### config.mk
export PLATFORM = sky130hd
export DESIGN_NAME = debug_step_ctrl
export DESIGN_NICKNAME = d
export VERILOG_FILES = /design/src/rtl/debug_step_ctrl_pkg.sv /design/src/rtl/debug_step_ctrl_debouncer.sv /design/src/rtl/debug_step_ctrl.sv
export SDC_FILE = /design/constraint.sdc
export NUM_CORES = 1
export LEC_CHECK = 0
export BUFFER_PORTS_ARGS = -buffer_cell sky130_fd_sc_hd__buf_2
export CORE_UTILIZATION = 60
export DETAILED_ROUTE_END_ITERATION = 6
export GPL_ROUTABILITY_DRIVEN = 1
export HOLD_SLACK_MARGIN = 0.03
export MAX_ROUTING_LAYER = met4
export PLACE_DENSITY_LB_ADDON = 0.25
export SETUP_SLACK_MARGIN = 0.3
export SYNTH_ARGS = -nofsm -noshare
export SYNTH_HDL_FRONTEND = slang
export SYNTH_HIERARCHICAL = 1
export SYNTH_SLANG_ARGS = --single-unit
export TNS_END_PERCENT = 50
### constraint.sdc
create_clock -name clk -period 5.45 [get_ports clk]
set_input_delay 0.8175 -clock clk [delete_from_list [all_inputs] [get_ports clk]]
set_output_delay 0.8175 -clock clk [all_outputs]
set_load 0.02 [all_outputs]
### src/rtl/debug_step_ctrl_pkg.sv
// Shared types and constants for the debug step controller.
//   dbg_state_t    : controller state encoding (HALT/RUN/STEP/BREAK)
//   DB_CYC_DEFAULT : default debounce length (~12 ms at 4.19 MHz)
//   step_load()    : burst length loaded on STEP entry (0 treated as 1)
package debug_step_ctrl_pkg;

  localparam int unsigned DB_CYC_DEFAULT = 50000;
  localparam int unsigned STEP_W         = 8;
  localparam int unsigned ADDR_W         = 16;

  typedef enum logic [1:0] {
    HALT  = 2'b00,
    RUN   = 2'b01,
    STEP  = 2'b10,
    BREAK = 2'b11
  } dbg_state_t;

  // A requested count of zero still executes one cycle.
  function automatic logic [STEP_W-1:0] step_load(input logic [STEP_W-1:0] n);
    return (n == STEP_W'(0)) ? STEP_W'(1) : n;
  endfunction

endpackage

### src/rtl/debug_step_ctrl_debouncer.sv
// Two-flop synchronizer followed by a stable-count debouncer.
//   clk, rst : clock, asynchronous active-low reset
//   din      : raw asynchronous input
//   dout     : debounced level, changes after DB_CYC consecutive differing cycles
module debug_step_ctrl_debouncer
  import debug_step_ctrl_pkg::*;
#(
  parameter int unsigned DB_CYC  = DB_CYC_DEFAULT,
  parameter logic        RST_VAL = 1'b0
) (
  input  logic clk,
  input  logic rst,
  input  logic din,
  output logic dout
);

  localparam int unsigned CW = $clog2(DB_CYC + 1);

  logic          sync1_q;
  logic          sync2_q;
  logic [CW-1:0] cnt_q;

  // Counter runs only while the synchronized level disagrees with the output.
  always_ff @(posedge clk or negedge rst) begin
    if (!rst) begin
      sync1_q <= RST_VAL;
      sync2_q <= RST_VAL;
      dout    <= RST_VAL;
      cnt_q   <= '0;
    end else begin
      sync1_q <= din;
      sync2_q <= sync1_q;
      if (sync2_q == dout) begin
        cnt_q <= '0;
      end else if (cnt_q == CW'(DB_CYC - 1)) begin
        dout  <= sync2_q;
        cnt_q <= '0;
      end else begin
        cnt_q <= cnt_q + CW'(1);
      end
    end
  end

endmodule

### src/rtl/debug_step_ctrl.sv
// Debug run/step/breakpoint controller producing a datapath clock enable.
//   clk, rst   : clock, asynchronous active-low reset
//   step_key_n : raw step pushbutton (active-low)
//   run_sw     : raw run switch (1 = free-run)
//   step_cnt   : datapath cycles per step press (0 means 1)
//   bp_en, bp_addr, pc : breakpoint enable/address and current pc
//   cpu_en     : datapath clock enable (combinational)
//   state      : controller state
//   bp_hit     : high while in BREAK
//   step_done  : one-cycle pulse after a step burst completes
module debug_step_ctrl
  import debug_step_ctrl_pkg::*;
#(
  parameter int unsigned DB_CYC = DB_CYC_DEFAULT
) (
  input  logic              clk,
  input  logic              rst,
  input  logic              step_key_n,
  input  logic              run_sw,
  input  logic [STEP_W-1:0] step_cnt,
  input  logic              bp_en,
  input  logic [ADDR_W-1:0] bp_addr,
  input  logic [ADDR_W-1:0] pc,
  output logic              cpu_en,
  output logic [1:0]        state,
  output logic              bp_hit,
  output logic              step_done
);

  logic              key_db;
  logic              run_db;
  logic              key_db_prev_q;
  logic              press_q;
  logic              bp_match;
  dbg_state_t        state_q;
  dbg_state_t        state_d;
  logic [STEP_W-1:0] remain_q;
  logic [STEP_W-1:0] remain_d;

  debug_step_ctrl_debouncer #(.DB_CYC(DB_CYC), .RST_VAL(1'b1)) u_key_db (
    .clk  (clk),
    .rst  (rst),
    .din  (step_key_n),
    .dout (key_db)
  );

  debug_step_ctrl_debouncer #(.DB_CYC(DB_CYC), .RST_VAL(1'b0)) u_run_db (
    .clk  (clk),
    .rst  (rst),
    .din  (run_sw),
    .dout (run_db)
  );

  // Press pulse on the debounced falling edge only.
  always_ff @(posedge clk or negedge rst) begin
    if (!rst) begin
      key_db_prev_q <= 1'b1;
      press_q       <= 1'b0;
    end else begin
      key_db_prev_q <= key_db;
      press_q       <= key_db_prev_q & ~key_db;
    end
  end

  // State register plus registered status flags.
  always_ff @(posedge clk or negedge rst) begin
    if (!rst) begin
      state_q   <= HALT;
      remain_q  <= '0;
      bp_hit    <= 1'b0;
      step_done <= 1'b0;
    end else begin
      state_q   <= state_d;
      remain_q  <= remain_d;
      bp_hit    <= (state_d == BREAK);
      step_done <= (state_q == STEP) && (remain_q <= STEP_W'(1));
    end
  end

  // Next-state logic; run switch always wins over a press.
  always_comb begin
    state_d  = state_q;
    remain_d = remain_q;
    case (state_q)
      HALT: begin
        if (run_db) begin
          state_d = RUN;
        end else if (press_q) begin
          state_d  = STEP;
          remain_d = step_load(step_cnt);
        end
      end
      RUN: begin
        if (!run_db) begin
          state_d = HALT;
        end else if (bp_match) begin
          state_d = BREAK;
        end
      end
      STEP: begin
        // Burst runs to completion regardless of other inputs.
        remain_d = remain_q - STEP_W'(1);
        if (remain_q <= STEP_W'(1)) begin
          state_d = HALT;
        end
      end
      BREAK: begin
        if (!run_db) begin
          state_d = HALT;
        end else if (press_q) begin
          state_d  = STEP;
          remain_d = step_load(step_cnt);
        end
      end
      default: state_d = HALT;
    endcase
  end

  // Enable is combinational so the matching pc never gets a datapath cycle.
  always_comb begin
    bp_match = bp_en && (pc == bp_addr);
    cpu_en   = 1'b0;
    case (state_q)
      STEP:    cpu_en = 1'b1;
      RUN:     cpu_en = ~bp_match;
      default: cpu_en = 1'b0;
    endcase
  end

  assign state = state_q;

endmodule
Word level (Yosys, flattened, before mapping)
Cells that the tools add are included.
{"block": "totals", "out_inout_bits": 5, "ff_bits": 52}
{"block": "classes", "magnitude_cmp": 1, "n_reduce_logical": 8, "bitwise": 5, "n_eq_ne": 11, "muxes": 17, "add_sub_neg": 3}
{"cell": "$mux 16", "count": 4}
{"cell": "$add 16x1->16 const B", "count": 2}
{"cell": "$eq 16x16->1 const B", "count": 2}
{"cell": "$mux 8", "count": 4}
{"cell": "$pmux 8 s3", "count": 1}
{"cell": "$eq 16x16->1", "count": 1}
{"cell": "$mux 2", "count": 6}
{"cell": "$le 8x1->1 const B", "count": 1}
{"cell": "$logic_not 8->1", "count": 1}
{"cell": "$pmux 2 s4", "count": 1}
{"cell": "$sub 8x1->8 const B", "count": 1}
{"cell": "$eq 2x2->1 const B", "count": 3}
{"cell": "$not 1->1", "count": 4}
{"cell": "$reduce_and 2->1", "count": 2}
{"cell": "$reduce_and 3->1", "count": 1}
{"cell": "$reduce_bool 3->1", "count": 1}
{"cell": "$eq 1x1->1", "count": 2}
{"cell": "$eq 2x1->1 const B", "count": 1}
{"cell": "$logic_and 1x1->1", "count": 2}
{"cell": "$logic_not 2->1", "count": 1}
{"cell": "$ne 2x1->1 const B", "count": 1}
{"cell": "$ne 2x2->1 const B", "count": 1}
{"cell": "$pmux 1 s2", "count": 1}
{"cell": "$and 1x1->1", "count": 1}

Logic depth before layout (Yosys ltp)
Gate-level depths: netlist (run 1).
{"block": "depth", "ltp_word": 6, "ltp_mapped": 7}

Cells and area by module
Netlist (run 1), hierarchy kept.
{"module": "debug_step_ctrl", "n_inst": 1, "area_per_inst_um2": 1071.0, "seq_area_each_um2": 351.6, "cells_per_inst": 121}
{"module": "debug_step_ctrl_debouncer (u_key_db)", "n_inst": 1, "area_per_inst_um2": 899.6, "seq_area_each_um2": 479.2, "cells_per_inst": 84}
{"module": "debug_step_ctrl_debouncer (u_run_db)", "n_inst": 1, "area_per_inst_um2": 895.9, "seq_area_each_um2": 475.5, "cells_per_inst": 84}

Least setup slack after synthesis (run 1)
No wires, ideal clock.
{"block": "synth_path", "kind": "reg-to-output", "from": "register state_q[0], in the netlist state[0]", "to": "output cpu_en", "path_slack_ps": 2960, "path_buffers": 1, "t_arrival_ps": 1672, "path_stages_with_launch": 6, "required_time_ps": 4633, "path_cell_list": "dfrtp_1 > inv_1 > ha_1 > clkbuf_1 > o21ai_0 > a31oi_1"}
{"block": "synth_between", "elab_chain_cells": 2}
{"element": "start, declared", "line_no": "debug_step_ctrl.sv:35", "source": "dbg_state_t state_q;"}
{"element": "start signal, assigned", "line_no": "debug_step_ctrl.sv:73", "source": "state_q <= state_d;"}
{"element": "$eq 2x1->1 / $eq 2x2->1 (equally long branches)", "line_no": "debug_step_ctrl.sv:123", "source": "case (state_q)"}
{"element": "$pmux 1 s2 (*)", "line_no": "debug_step_ctrl.sv:123"}
{"element": "end, declared", "line_no": "debug_step_ctrl.sv:24", "source": "output logic cpu_en,"}
Every way passes the cells marked *; elsewhere a longest branch is shown, timed or not.

Final worst setup path (run 1)
Ends and elaborated chain as after synthesis.

==> results.tsv, run 1 <==
metric	value	unit
io_buffers	49	
synth-compound-area-share	8.512	%
fin_crit_sh	53.58	%
clk_pin_slew_worst_paths	90	ps
yosys.area_share.adder	3.492	%
clk_latency	310	ps
final-max-slew-violation-count	0	
crit_fanout	16	
clkPwrFrac	33.7	%
drive_above_1_share	23.68	%
gp_congestion	0.8762	
synth.area.mux_share	1.397	%
ios	50	
synthFlopType	dfrtp_1	
numCtsBuffers	5	
start_util	64.07	%
whs_path_depth	0	
yosys.area_share.simple	23.79	%
synth_cell_types	46	
path_class	flop to primary output	
status	completed	
rrSetupSlack	3270	ps
min_to	u_key_db/sync2_q	
cp-end-kind	primary output	
cts_buffer_depth	2	
synth-xor-area-share	14.05	%
setup_viol	0	
synthesis.nets	342	
wire_per_inst	13.82	µm
p_switching	0.1651	mW
grt_use_met2	43.70	%
num_vias	2255	
drt-initial-drc-count	137	
rsz0062_at_grt	no	
placed_cell_area	3146	µm²
yosys_warnings	6	
pwr-share-comb	7.5	%
fmax	342.4	MHz
tightest_slew	677.2	ps
switching_share	24.45	%
root_buffer	clkbuf_8	
grt_max_degree	53	
dieArea	5058	µm²
gr-usage-all-layers	25.37	%
relSlewSlack	54.85	%
first_pass_iters	6	
crit_arrival	2100	ps
synth_edf_count	0	
required	4630	ps
maxCapViolCount	0	
p_per_area	208.3	nW/µm²
r2r-end	bp_hit	
via_per_inst	5.723	
grt_pass1_vias	2252	
cts_tree	built	
internal-power	0.5101	mW
antenna_found_initial	0	
timing.rr.start	state[0]	
die_h	71.12	µm
dp_hpwl	4018	µm
routed_wl	5446	µm
fin_crit	2920	ps
hp-class	flop to flop	
diodes	0	
overflow	0	
cts_resized	0	
critPathLaunchType	flop	
synth_top_family_by_area	simple AND/OR/NAND/NOR gates	
grt_busiest_layer	met2	
num-fill-cells	344	
grt_pass1_wl	9784	µm
synth_cells	289	
cts_setup_buffers	0	
syn_area	2866	µm²
hold_start	u_key_db/sync1_q	
syn_avg_cell_area	9.919	µm²
cts_hold_buf	0	
async_reset_ff_share	100.0	%
p_seq_share	58.7	%
timing.setup.tns	0	ps
syn_to_final_growth	13.05	%
use_met3	3.989	%
finalHoldViolCount	0	
ir_drop	0.1678	mV
design.core.area	4474	µm²
seq_area_frac_synth	45.57	%
fin_skew	13.97	ps
final_area	3241	µm²
synth_seq_cells	52	
ant_nets	0	
whs	364.2	ps
htreeDepth	2	
use_met1	29.68	%
rows	24	
p_leak	1.413	nW
dieWidth	71.12	µm
nets	394	
r2r_cells	6	
clock_sinks	52	
remaining_drc_errors	0	
cell type report:
| type | count | area [µm²] | share of cell area (%) |
|---|---|---|---|
| clock buffer | 5 | 68.82 | 2.124 |
| clock inverter | 3 | 26.28 | 0.8108 |
| multi-input combinational | 218 | 1469 | 45.33 |
| sequential | 52 | 1306 | 40.31 |
| timing repair buffer | 50 | 252.7 | 7.799 |
| inverter | 14 | 52.55 | 1.622 |
| tap | 52 | 65.06 | 2.008 |
flip-flops by register name (all words and copies together), names as in the netlist:
register and flops:
u_key_db/cnt_q 16, u_run_db/cnt_q 16, remain_q 8, state 2, bp_hit 1, key_db_prev_q 1
press_q 1, step_done 1, u_key_db/dout 1, u_key_db/sync1_q 1, u_key_db/sync2_q 1, u_run_db/dout 1
u_run_db/sync1_q 1, u_run_db/sync2_q 1
cells by family (layout without fill, tap and decap cells):
family,count (synthesis),count (layout)
buf+inv,19,72
simple gates,124,124
mux,3,3
flops,52,52
compound gates,37,37
xor+xnor,46,46
fa+ha+maj,8,8
power by group through the flow:
stage | combinational (mW) | sequential, mW | clock [mW]
global route | 0.0578 | 0.398 | 0.245
floorplan | 0.0238 | 0.403 | 0
detailed placement | 0.0516 | 0.404 | 0
global placement | 0.0499 | 0.404 | 0
finish | 0.0509 | 0.397 | 0.228
CTS | 0.0519 | 0.397 | 0.236
critical path, stage by stage (launching register included):
cell	delay, ps
dfrtp_1	410
inv_1	140
ha_1	540
inv_1	330
a31oi_1	200
buf_2	180
per-layer routing:
| layer | share of wire, % | wire length, µm | up-vias |
|---|---|---|---|
| met3 | 2.3 | 124 | 7 |
| met2 | 51 | 2792 | 32 |
| li1 | - | - | 1124 |
| met1 | 45 | 2461 | 1092 |
| met4 | 1.2 | 67 | 0 |
| met5 | 0 | 0 | - |
synth_stat cells, types with 2 or more instances:
| cell type | count | share of area, % |
|---|---|---|
| nand2_4 | 2 | 0.79 |
| or3b_2 | 2 | 0.61 |
| o22ai_1 | 2 | 0.44 |
| nand3_1 | 12 | 2.1 |
| o21ai_1 | 2 | 0.35 |
| ha_1 | 8 | 3.5 |
| nor4_1 | 8 | 1.7 |
| and4_1 | 2 | 0.61 |
| inv_1 | 14 | 1.8 |
| and3_2 | 2 | 0.52 |
| dfstp_2 | 4 | 3.7 |
| nand4_1 | 13 | 2.8 |
| or4_4 | 2 | 0.79 |
| mux2_4 | 2 | 1.0 |
| buf_6 | 2 | 0.79 |
| xor2_1 | 14 | 4.3 |
| nor2_1 | 41 | 5.4 |
| dfrtp_1 | 48 | 42 |
| nor3_1 | 14 | 2.4 |
| a21oi_1 | 11 | 1.9 |
| a31oi_1 | 4 | 0.87 |
| nand2_1 | 14 | 1.8 |
| o22a_1 | 3 | 0.92 |
| xnor2_1 | 32 | 9.8 |
| nand4bb_1 | 2 | 0.79 |
| or4b_1 | 2 | 0.70 |
| o21ai_0 | 8 | 1.4 |
how the worst max path moves through the flow:
stage / startpoint / endpoint / depth (start not counted)
floorplan: state[0] / cpu_en / 5
detailed placement: bp_addr[5] / cpu_en / 6
global route: state[0] / cpu_en / 5
global placement: bp_addr[5] / cpu_en / 6
finish: state[0] / cpu_en / 5
CTS: state[0] / cpu_en / 5
stage by stage:
stage | utilization [%] | instances | worst slack (ps) | power [mW]
CTS | 72.43 | 394 | 2530 | 0.6844
global route | 72.43 | 394 | 2367 | 0.7008
finish | 72.43 | 394 | 2530 | 0.6752
floorplan | - | 289 | 2960 | 0.4266
detailed placement | 70.30 | 386 | 2779 | 0.4556
global placement | 70.30 | 386 | 2866 | 0.4535
cell usage in the layout (no fill, tap or decap), types with 3 or more instances in the layout:
cell,n
nand4_1,13
nor3_1,14
nor4_1,8
inv_1,14
buf_2,49
nand2_1,14
nand3_1,12
ha_1,8
clkbuf_8,5
dfstp_2,4
o21ai_0,8
nor2_1,41
a21oi_1,11
xor2_1,14
dfrtp_1,48
xnor2_1,32
a31oi_1,4
o22a_1,3
(Power assumes the default switching activity.)
==> run 2, diff against run 1 <==
--- a/config.mk
+++ b/config.mk
@@ -6,7 +6,7 @@
 export NUM_CORES = 1
 export LEC_CHECK = 0
 export BUFFER_PORTS_ARGS = -buffer_cell sky130_fd_sc_hd__buf_2
-export CORE_UTILIZATION = 60
+export CORE_UTILIZATION = 56
 export DETAILED_ROUTE_END_ITERATION = 6
 export GPL_ROUTABILITY_DRIVEN = 1
 export HOLD_SLACK_MARGIN = 0.03
==> constraint.sdc (replaced) <==
create_clock -name clk -period 2.9 [get_ports clk]
set_input_delay 0.435 -clock clk [delete_from_list [all_inputs] [get_ports clk]]
set_output_delay 0.435 -clock clk [all_outputs]
set_load 0.02 [all_outputs]
==> run 2 against run 1 <==
Compared with the run above:
- hold slack lost 330 ps
- via count shrank 2.9%
- sequential power grew 88%
- design area grew 0.69%
- power grew 88%
- clock power grew 87%
- non-clock buffer count is the same
- combinational power grew 89%
- final cell count grew 3.6%
- critical path depth is the same
- setup slack lost 1900 ps
- first-iteration DRC count shrank 9.5%
- critical path type unchanged
- critical endpoint unchanged
- largest cell class unchanged
- largest power group unchanged
- highest routed layer unchanged
==> results.tsv, run 2 (synthesis results as in run 1) <==
metric	value	unit
ir_drop	0.3641	mV
fin_crit_sh	77.15	%
tightest_slew	665.6	ps
routed_wl	5279	µm
io_buffers	49	
ios	50	
via_per_inst	5.365	
diodes	0	
grt_pass1_wl	9480	µm
grt_max_degree	37	
syn_to_final_growth	13.84	%
crit_fanout	16	
cpMaxStageDelayCell	dfrtp_1	
rrSetupSlack	860	ps
crit_path_start	state[0]	
path_common_cell	inv_1	
ant_nets	0	
cts_buffer_depth	2	
p_leak	1.413	nW
relSlewSlack	55.62	%
drt-initial-drc-count	124	
clk_pin_slew_worst_paths	90	ps
design.core.area	4817	µm²
die_h	73.55	µm
critPathLaunchType	flop	
nets	394	
cts_resized	0	
worstPathCellList	inv_1 -> ha_2 -> inv_1 -> a31oi_1 -> buf_2	
cts_setup_buffers	0	
dp_hpwl	4031	µm
cpPeakStageDelay	410	ps
top_regs	u_key_db/cnt_q: 16 flops, u_run_db/cnt_q: 16 flops, remain_q: 8 flops	
setup_viol	0	
fin_crit	2237	ps
cts_tree	built	
required	2470	ps
finalHoldViolCount	0	
overflow	0	
final_common_cell	buf_2	
fin_skew	13.41	ps
timing.setup.tns	0	ps
clk_latency	300	ps
path_class	flop to primary output	
r2r-end	remain_q[6]	
setup_slack	662.6	ps
timing.rr.start	state[1]	
utilization	67.74	%
antenna_found_initial	0	
gr-usage-all-layers	23.60	%
gp_congestion	0.8460	
clock_sinks	52	
status	completed	
root_buffer	clkbuf_8	
start_util	59.51	%
crit_arrival	1800	ps
maxCapViolCount	0	
cts_hold_buf	0	
grt_pass1_vias	2159	
numCtsBuffers	5	
final-max-slew-violation-count	0	
place_ws	751.2	ps
r2r_cells	6	
rsz0062_at_grt	no	
num_vias	2189	
layout_common_cells	buf_2, dfrtp_1, nor2_1, xnor2_1	
endpoint	cpu_en	
drive_above_1_share	23.75	%
first_pass_iters	4	
htreeDepth	2	
dieWidth	73.55	µm
remaining_drc_errors	0	
cp-end-kind	primary output	
hp-class	input port to async pin	
rows	25	
dieArea	5409	µm²
p_per_area	388.7	nW/µm²
wire_per_inst	12.94	µm
fmax	446.9	MHz
[run 2: cell types whose count changed in the layout (fill, tap and decap cells not counted), sizes merged]
cell / previous run / this run
clkinv: 2 / 0
inv: 15 / 14
clkbuf: 5 / 7
[run 2: metrics by stage]
stage | area [µm²] | cells | hold WS (ps) | total power [mW]
2_1_floorplan | 2867 | 289 | 139.4 | 0.8017
3_3_place_gp | 3164 | 401 | 348.9 | 0.8533
3_5_place_dp | 3164 | 401 | 345.6 | 0.8573
4_1_cts | 3261 | 408 | 43.56 | 1.287
5_1_grt | 3263 | 408 | 57.08 | 1.327
6_report | 3263 | 408 | 34.93 | 1.268
[run 2: routing by layer]
| layer | vias to the layer above | GRT usage (%) | routed length (µm) |
|---|---|---|---|
| met5 | - | - | 0 |
| met3 | 6 | 4.527 | 128 |
| li1 | 1120 | - | - |
| met1 | 1033 | 28.28 | 2430 |
| met2 | 30 | 40.37 | 2652 |
| met4 | 0 | 7.051 | 69 |
[run 2: final cells by class]
class	count	area, µm²
well taps	67	83.83
repair buffers	50	252.7
fillers	395	1554
clock buffers	7	96.34
flip-flops and latches	52	1306
inverters	14	52.55
multi-input cells	218	1471
[run 2: how the worst min path moves through the flow]
stage / from / slack, ps / to / cells after the start
after floorplan: rst / 140 / bp_hit / 0
after global placement: u_key_db/sync1_q / 350 / u_key_db/sync2_q / 0
after detailed placement: u_run_db/sync1_q / 350 / u_run_db/sync2_q / 0
after CTS: rst / 40 / remain_q[3] / 1
after global routing: rst / 60 / remain_q[3] / 1
final: rst / 30 / remain_q[7] / 1
[run 2: worst max-delay path, delay by kind of cell, from the launching register on]
kind / cells / cell delay (ps)
AOI/OAI and AO/OA: 1 / 170
DFF: 1 / 410
adders and majority gates: 1 / 380
buffers and inverters: 3 / 550
[run 2: report_power, final]
| part | leakage (nW) | internal (mW) | total, mW | switching (mW) |
|---|---|---|---|---|
| sequential | 0.677 | 0.735 | 0.745 | 0.00991 |
| clock | 0.0503 | 0.213 | 0.427 | 0.214 |
| combinational | 0.686 | 0.0475 | 0.0963 | 0.0487 |
